## src/rtl/i2c_write_engine.sv

```systemverilog
// I2C master write engine: START, three bytes {dev_addr,0}/reg_addr/data, STOP.
// Params: CLK_DIV (clocks per quarter bit, 1..65535).
// Ports: clock, reset (sync, active-high), start, dev_addr[6:0],
//   reg_addr[7:0], data[7:0], sda_in -> scl (1=released), sda_oe (1=pull low),
//   idle, cl_high (strobe at start of SCL-high half-bit), ack_error (sticky NACK).
// Macro I2C_ACK_CHECK_EN: sample ACK on sda_in, abort to STOP on NACK.
module i2c_write_engine #(
  parameter int unsigned CLK_DIV = 125
) (
  input  logic       clock,
  input  logic       reset,
  input  logic       start,
  input  logic [6:0] dev_addr,
  input  logic [7:0] reg_addr,
  input  logic [7:0] data,
  input  logic       sda_in,
  output logic       scl,
  output logic       sda_oe,
  output logic       idle,
  output logic       cl_high,
  output logic       ack_error
);

  typedef enum logic [2:0] {
    S_IDLE, S_START, S_BIT, S_ACK, S_STOP
  } state_t;

  localparam logic [15:0] DIV_LAST = 16'(CLK_DIV - 1);

  state_t      state_q, state_d;
  logic [15:0] div_q, div_d;
  logic [1:0]  phase_q, phase_d;
  logic [1:0]  byte_q, byte_d;
  logic [2:0]  bit_q, bit_d;
  logic [23:0] bytes_q, bytes_d;
  logic        cl_high_q, cl_high_d;
  logic        q;
  logic        accept;
  logic        period_end;
  logic        nack;
  logic [7:0]  cur_byte;

`ifdef I2C_ACK_CHECK_EN
  logic ack_error_q, ack_error_d;
  assign nack      = ack_error_q;
  assign ack_error = ack_error_q;
`else
  logic sda_in_unused;
  assign sda_in_unused = sda_in;
  assign nack          = 1'b0;
  assign ack_error     = 1'b0;
`endif

  assign q          = (div_q == DIV_LAST);
  assign accept     = (state_q == S_IDLE) && start;
  assign period_end = q && (phase_q == 2'd3);

  always_ff @(posedge clock) begin
    if (reset) begin
      state_q   <= S_IDLE;
      div_q     <= '0;
      phase_q   <= '0;
      byte_q    <= '0;
      bit_q     <= '0;
      bytes_q   <= '0;
      cl_high_q <= 1'b0;
`ifdef I2C_ACK_CHECK_EN
      ack_error_q <= 1'b0;
`endif
    end else begin
      state_q   <= state_d;
      div_q     <= div_d;
      phase_q   <= phase_d;
      byte_q    <= byte_d;
      bit_q     <= bit_d;
      bytes_q   <= bytes_d;
      cl_high_q <= cl_high_d;
`ifdef I2C_ACK_CHECK_EN
      ack_error_q <= ack_error_d;
`endif
    end
  end

  always_comb begin
    state_d   = state_q;
    div_d     = q ? 16'd0 : div_q + 16'd1;
    phase_d   = q ? phase_q + 2'd1 : phase_q;
    byte_d    = byte_q;
    bit_d     = bit_q;
    bytes_d   = bytes_q;
    cl_high_d = q && (phase_q == 2'd1);
`ifdef I2C_ACK_CHECK_EN
    ack_error_d = ack_error_q;
    if (state_q == S_ACK && q && phase_q == 2'd2 && sda_in)
      ack_error_d = 1'b1;
`endif
    if (accept) begin
      // Realign the bit clock so START gets a full period.
      state_d   = S_START;
      div_d     = '0;
      phase_d   = '0;
      byte_d    = '0;
      bit_d     = 3'd7;
      bytes_d   = {dev_addr, 1'b0, reg_addr, data};
      cl_high_d = 1'b0;
`ifdef I2C_ACK_CHECK_EN
      ack_error_d = 1'b0;
`endif
    end else if (period_end) begin
      unique case (state_q)
        S_IDLE:  state_d = S_IDLE;
        S_START: begin
          state_d = S_BIT;
          bit_d   = 3'd7;
        end
        S_BIT: begin
          if (bit_q == 3'd0) state_d = S_ACK;
          else bit_d = bit_q - 3'd1;
        end
        S_ACK: begin
          if (nack || byte_q == 2'd2) begin
            state_d = S_STOP;
          end else begin
            state_d = S_BIT;
            byte_d  = byte_q + 2'd1;
            bit_d   = 3'd7;
          end
        end
        S_STOP:  state_d = S_IDLE;
        default: state_d = S_IDLE;
      endcase
    end
  end

  always_comb begin
    unique case (1'b1)
      (byte_q == 2'd0): cur_byte = bytes_q[23:16];
      (byte_q == 2'd1): cur_byte = bytes_q[15:8];
      default:          cur_byte = bytes_q[7:0];
    endcase
  end

  always_comb begin
    scl    = 1'b1;
    sda_oe = 1'b0;
    idle   = (state_q == S_IDLE);
    unique case (state_q)
      S_IDLE:  ;
      S_START: sda_oe = phase_q[1];
      S_BIT: begin
        scl    = phase_q[1];
        sda_oe = ~cur_byte[bit_q];
      end
      S_ACK:   scl = phase_q[1];
      S_STOP: begin
        scl    = (phase_q != 2'd0);
        sda_oe = (phase_q != 2'd3);
      end
      default: ;
    endcase
  end

  assign cl_high = cl_high_q;

endmodule

```

## config.mk

```make
export PLATFORM = sky130hd
export DESIGN_NAME = i2c_write_engine
export DESIGN_NICKNAME = d
export VERILOG_FILES = /design/src/rtl/i2c_write_engine.sv
export SDC_FILE = /design/constraint.sdc
export NUM_CORES = 1
export LEC_CHECK = 0
export ABC_CLOCK_PERIOD_IN_PS = 2800
export BUFFER_PORTS_ARGS = -buffer_cell sky130_fd_sc_hd__buf_2
export CELL_PAD_IN_SITES_DETAIL_PLACEMENT = 0
export CELL_PAD_IN_SITES_GLOBAL_PLACEMENT = 1
export CORE_UTILIZATION = 42
export CTS_CLUSTER_DIAMETER = 100
export CTS_CLUSTER_SIZE = 20
export DETAILED_ROUTE_END_ITERATION = 16
export GPL_TIMING_DRIVEN = 0
export PLACE_DENSITY_LB_ADDON = 0.25
export SYNTH_ARGS = -nofsm -noshare
export SYNTH_HDL_FRONTEND = slang
export SYNTH_SLANG_ARGS = --single-unit
export TNS_END_PERCENT = 100
```

## constraint.sdc

```tcl
create_clock -name clock -period 2.8 [get_ports clock]
set_input_delay 0.56 -clock clock [delete_from_list [all_inputs] [get_ports clock]]
set_output_delay 0.56 -clock clock [all_outputs]
set_load 0.1 [all_outputs]
```

== Word level (Yosys, flattened, before mapping) ==
Index checks and enable logic that the tools add are counted.
Storage, ports and cells
  flip-flop bits (word level): 50
  bits of input ports: 27
  output and inout port bits: 5
Operators by class
  reduce and logical (&&, ||, !) cells: 16
  mux-type cells: 15
  order comparisons: 1
  equal/unequal tests: 14
  bitwise gates (word level): 2
  add/subtract/negate cells: 4
Operator list (number)
  3-bit two-way mux: 6
  3-bit case mux with 3 select lines: 2
  16-bit by 1-bit adder with 16-bit output (second input constant): 1
  16-bit by 7-bit == test with 1-bit output (second input constant): 1
  8-bit case mux with 2 select lines: 1
  3-bit != test (second input constant): 3
  3-bit by 2-bit == test with 1-bit output (second input constant): 2
  3-bit logical NOT: 2
  2-bit by 1-bit adder with 2-bit output (second input constant): 2
  2-bit by 1-bit == test with 1-bit output (second input constant): 2
  2-bit == test (second input constant): 2
  3-bit by 4-bit less-than comparator with 1-bit output (second input constant): 1
  2-bit != test (second input constant): 2
  2-bit AND reduction: 2
  4-bit AND reduction: 1
  2-bit nonzero test: 2
  4-bit nonzero test: 1
  2-bit OR reduction: 2
  1-bit binary-select mux with 3-bit select: 1
  3-bit by 1-bit == test with 1-bit output (second input constant): 1
  3-bit == test (second input constant): 1
  1-bit logical AND: 3
  1-bit two-way mux: 3
  1-bit case mux with 3 select lines: 1
  other kinds (6): 7

== Depth between registers and ports, before layout ==
  depth after elaboration: 6
  depth in mapped cells: 8
  gate-level depth less buffers: 7

== Worst setup path after synthesis ==
Ideal clock, no wire load.
  path type: reg-to-output
  start point: reg byte_q[0]
  end point: out sda_oe
  arrival time: 3.567 ns
  path slack: -1.327 ns
  data required time: 2.240 ns
  path buffers: 1
  cell stages (with the launch flop): 9
  path through: dfxtp_1 > inv_1 > ha_1 > clkbuf_1 > a22oi_1 > nand2_1 > a41oi_1 > nor4b_1 > o31ai_1
Between the ends
  word-level cells in the longest chain between the ends: 6
  elaborated cells between the ends (all ways): 7
RTL lines
  start, declared: line 33  | logic [1:0] byte_q, byte_d;
  start signal, assigned: line 74  | byte_q <= byte_d;
  2-bit by 1-bit == test with 1-bit output or 2-bit logical NOT (tied branches): line 138, 137
  8-bit case mux with 2 select lines *: line 136  | unique case (1'b1)
  1-bit binary-select mux with 3-bit select *: line 152  | sda_oe = ~cur_byte[bit_q];
  1-bit two-way mux (not written as such) *: line 152
  1-bit inverter *: line 152
  1-bit case mux with 3 select lines *: line 147  | unique case (state_q)
  end, declared: line 18  | output logic sda_oe,
Mark *: on every way between the ends. The rest lies on a longest branch, timed or not. The select of a mux whose other input is x is not followed.

== Worst setup path in the final report ==
Same ends and word-level chain as after synthesis.

==> impl_metrics.json <==
{
  "outcome": "complete, no violations",
  "final-setup-viol-count": 0,
  "finalWirelength_microns": 5010,
  "firstDrtPassIters": 4,
  "worstHoldPathType": "reg2reg",
  "yosys-top-cells-count": "nand2_1 (63), dfxtp_1 (50), a21oi_1 (28), nor2_1 (28), clkbuf_1 (13)",
  "worstPathRequired_ps": 2240,
  "antenna_found_initial": 0,
  "drt_iter0_markers": 64,
  "crit_type": "reg2out",
  "ir_drop_uv": 247,
  "final_area_sq_um": 2820,
  "yosys_warnings": 0,
  "path_buf_inv": 2,
  "finalHoldViolCount": 0,
  "grt_pass1_vias": 1829,
  "async_reset_ff_share_pct": 0,
  "syn-cell-area_sq_um": 2400,
  "synthDistinctLibCells": 47,
  "yosysMostFrequentCell": "nand2_1",
  "io_buffers": 29,
  "grt_pass1_wl_microns": 8380,
  "timing.final.crit_share_pct": 94.9,
  "dp_hpwl_microns": 3600,
  "slew_headroom_pct": 58.3,
  "cp_slowest_cell": "a221oi_1",
  "finClkSkew_ps": 10.2,
  "numCtsBuffers": 5,
  "num_rows": 27,
  "ctsHtreeMaxLevel": 2,
  "place_area_sq_um": 2660,
  "path_clk_slew_ps": 90,
  "gp_congestion": 0.807,
  "vias": 2011,
  "syn-instance-count": 294,
  "dp_slack_ps": -10.5,
  "synth_seq_cells": 50,
  "cts.sink_count": 50,
  "layout_setup_ws_ps": 143,
  "cp_cell_sequence": "inv_1 -> ha_4 -> nand2_1 -> nand3_1 -> a221oi_1 -> nor4_4 -> o31ai_4 -> buf_12",
  "route.detailed.drc": 0,
  "via_per_inst": 5.01,
  "drive_above_1_share_pct": 17.6,
  "tightest_slew_ps": 625,
  "min_period_ps": 2660,
  "p_leak_uw": 0.00104,
  "synth_fp_nets": 331,
  "crit_path_start_kind": "flip-flop",
  "arrival_ps": 2100,
  "rsz0062_at_grt": "false",
  "initial_utilization_pct": 43.6,
  "crit_family": "compound AO/OA/AOI/OAI gates",
  "grt_max_degree": 16,
  "die_w_microns": 77.6,
  "core_area_sq_um": 5510,
  "n_antenna_cell": 0,
  "synth_top_cell_by_area": "dfxtp_1",
  "grt_usage_pct": 17.5,
  "postCtsSetupRepairBufs": 0,
  "synth_edf_count": 0,
  "ant_nets": 0,
  "clk_latency_ps": 300,
  "die_y_microns": 77.6,
  "final_nets": 365,
  "grt_overflow": 0,
  "top_level_ports": 32,
  "post_drt_wl_per_cell_microns": 12.5,
  "syn_to_final_growth_pct": 17.7,
  "crit_path_end_kind": "primary output",
  "ys_seq_area_share_pct": 41.7,
  "synth_area_leaders": "dfxtp_1 (42%), nand2_1 (9.9%), a21oi_1 (5.8%), ha_1 (5.2%), nor2_1 (4.4%)",
  "synth_top_area_share_pct": 41.7,
  "syn_avg_cell_area_sq_um": 8.16,
  "cts_root_buffer": "clkbuf_8",
  "slowest_delay_ps": 410,
  "dieArea_sq_um": 6020,
  "powerDensity_nw_per_um2": 483,
  "clk_path_buf_depth": 2,
  "slew_viol_final": 0,
  "cts_tree": "done",
  "timing.hold.ws_ps": 465,
  "cts_hold_buf": 0,
  "synth_ff_type": "dfxtp_1",
  "drv_cap": 0,
  "fmax_mhz": 376,
  "power_uw": 1360,
  "cp_max_fo": 9
}
-- placed cells by master (no fill, tap or decap), types with 2 or more instances in the layout --
cell type	netlist	routed
ha_1	10	8
dfxtp_1	50	48
or4_1	3	3
nor4_4	2	3
nor2b_1	3	3
xor2_1	8	8
a211oi_1	3	3
inv_1	12	12
nand2b_1	4	4
and3_1	6	6
xnor2_1	8	8
a21oi_1	28	28
a22o_1	2	2
clkbuf_8	0	6
mux2i_1	3	3
a31oi_1	3	3
a221oi_1	2	2
nor3_1	4	3
nand2_1	63	63
o22ai_1	2	2
nor3_4	1	2
buf_2	1	29
nor2_1	28	27
dfxtp_2	0	2
ha_4	0	2
clkbuf_1	13	11
nand4_1	2	2
and4_1	3	3
nand3_1	7	7
-- logic make-up (layout without fill, tap and decap cells) --
logic type | Yosys count | in the layout | share of synthesized area, %
buf+inv | 29 | 64 | 5.06
simple gates | 135 | 135 | 27.8
other cells | 1 | 1 | 0.156
compound gates | 50 | 50 | 12.9
xor+xnor | 16 | 16 | 5.84
fa+ha+maj | 10 | 10 | 5.21
mux | 3 | 3 | 1.25
flops | 50 | 50 | 41.7
-- routing by layer --
| metal | wire length, microns | vias up | track usage [%] |
|---|---|---|---|
| met5 | 0 | - | 0 |
| met4 | 51 | 0 | 4.72 |
| met3 | 208 | 7 | 4.00 |
| met2 | 2190 | 41 | 27.2 |
| met1 | 2560 | 905 | 24.3 |
| li1 | - | 1058 | - |
-- power breakdown --
| group | switching, uW | internal, uW | total, uW |
|---|---|---|---|
| Sequential | 23.2 | 739 | 762 |
| Clock | 238 | 199 | 437 |
| Combinational | 100 | 63.6 | 164 |
-- layout make-up --
| cell class | count | area [sq um] |
|---|---|---|
| timing repair buffer | 29 | 160 |
| sequential | 50 | 1000 |
| tap | 72 | 90.1 |
| clock inverter | 2 | 12.5 |
| fill | 548 | 2680 |
| multi-input combinational | 215 | 1360 |
| buffer | 15 | 68.8 |
| clock buffer | 6 | 82.6 |
| inverter | 12 | 45.0 |
-- worst paths after layout --
| path | start | to | slack (ps) | depth (start not counted) |
|---|---|---|---|---|
| setup reg to reg | div_q[11]$_SDFF_PP0_ | div_q[10]$_SDFF_PP0_ | 560 | 6 |
| hold reg to reg | bytes_q[12]$_SDFFE_PP0P_ | bytes_q[12]$_SDFFE_PP0P_ | 460 | 2 |
| hold / removal | bytes_q[12]$_SDFFE_PP0P_ | bytes_q[12]$_SDFFE_PP0P_ | 460 | 2 |
| setup / recovery | byte_q[0]$_SDFFE_PP0P_ | sda_oe | 140 | 8 |
-- worst min-delay path, delay by kind of cell, from the launching register on --
kind	cells	cell delay [ps]
simple gates	1	50
compound gates	1	50
flops	1	320
-- timing repair --
item / 4_1_cts / 5_1_grt
setup endpoints to repair: 1 / 1
endpoints found under the hold margin: 0 / 0
gates resized for setup: 7 / 9
-- metrics by stage --
| stage | setup TNS [ps] | cells | utilization (%) |
|---|---|---|---|
| 3_3_place_gp | -39.2 | 395 | 48.3 |
| 2_1_floorplan | 0 | 294 | - |
| 5_1_grt | 0 | 401 | 51.3 |
| 4_1_cts | 0 | 401 | 50.5 |
| 6_report | 0 | 401 | 51.3 |
| 3_5_place_dp | -10.5 | 395 | 48.3 |
-- state kept, by name (all words and copies together) (netlist names) --
signal	cells
div_q	16
bit_q	3
cl_high	1
phase_q	2
bytes_q	23
byte_q	2
state_q	3
No activity file was read; power rests on OpenSTA's default activity.
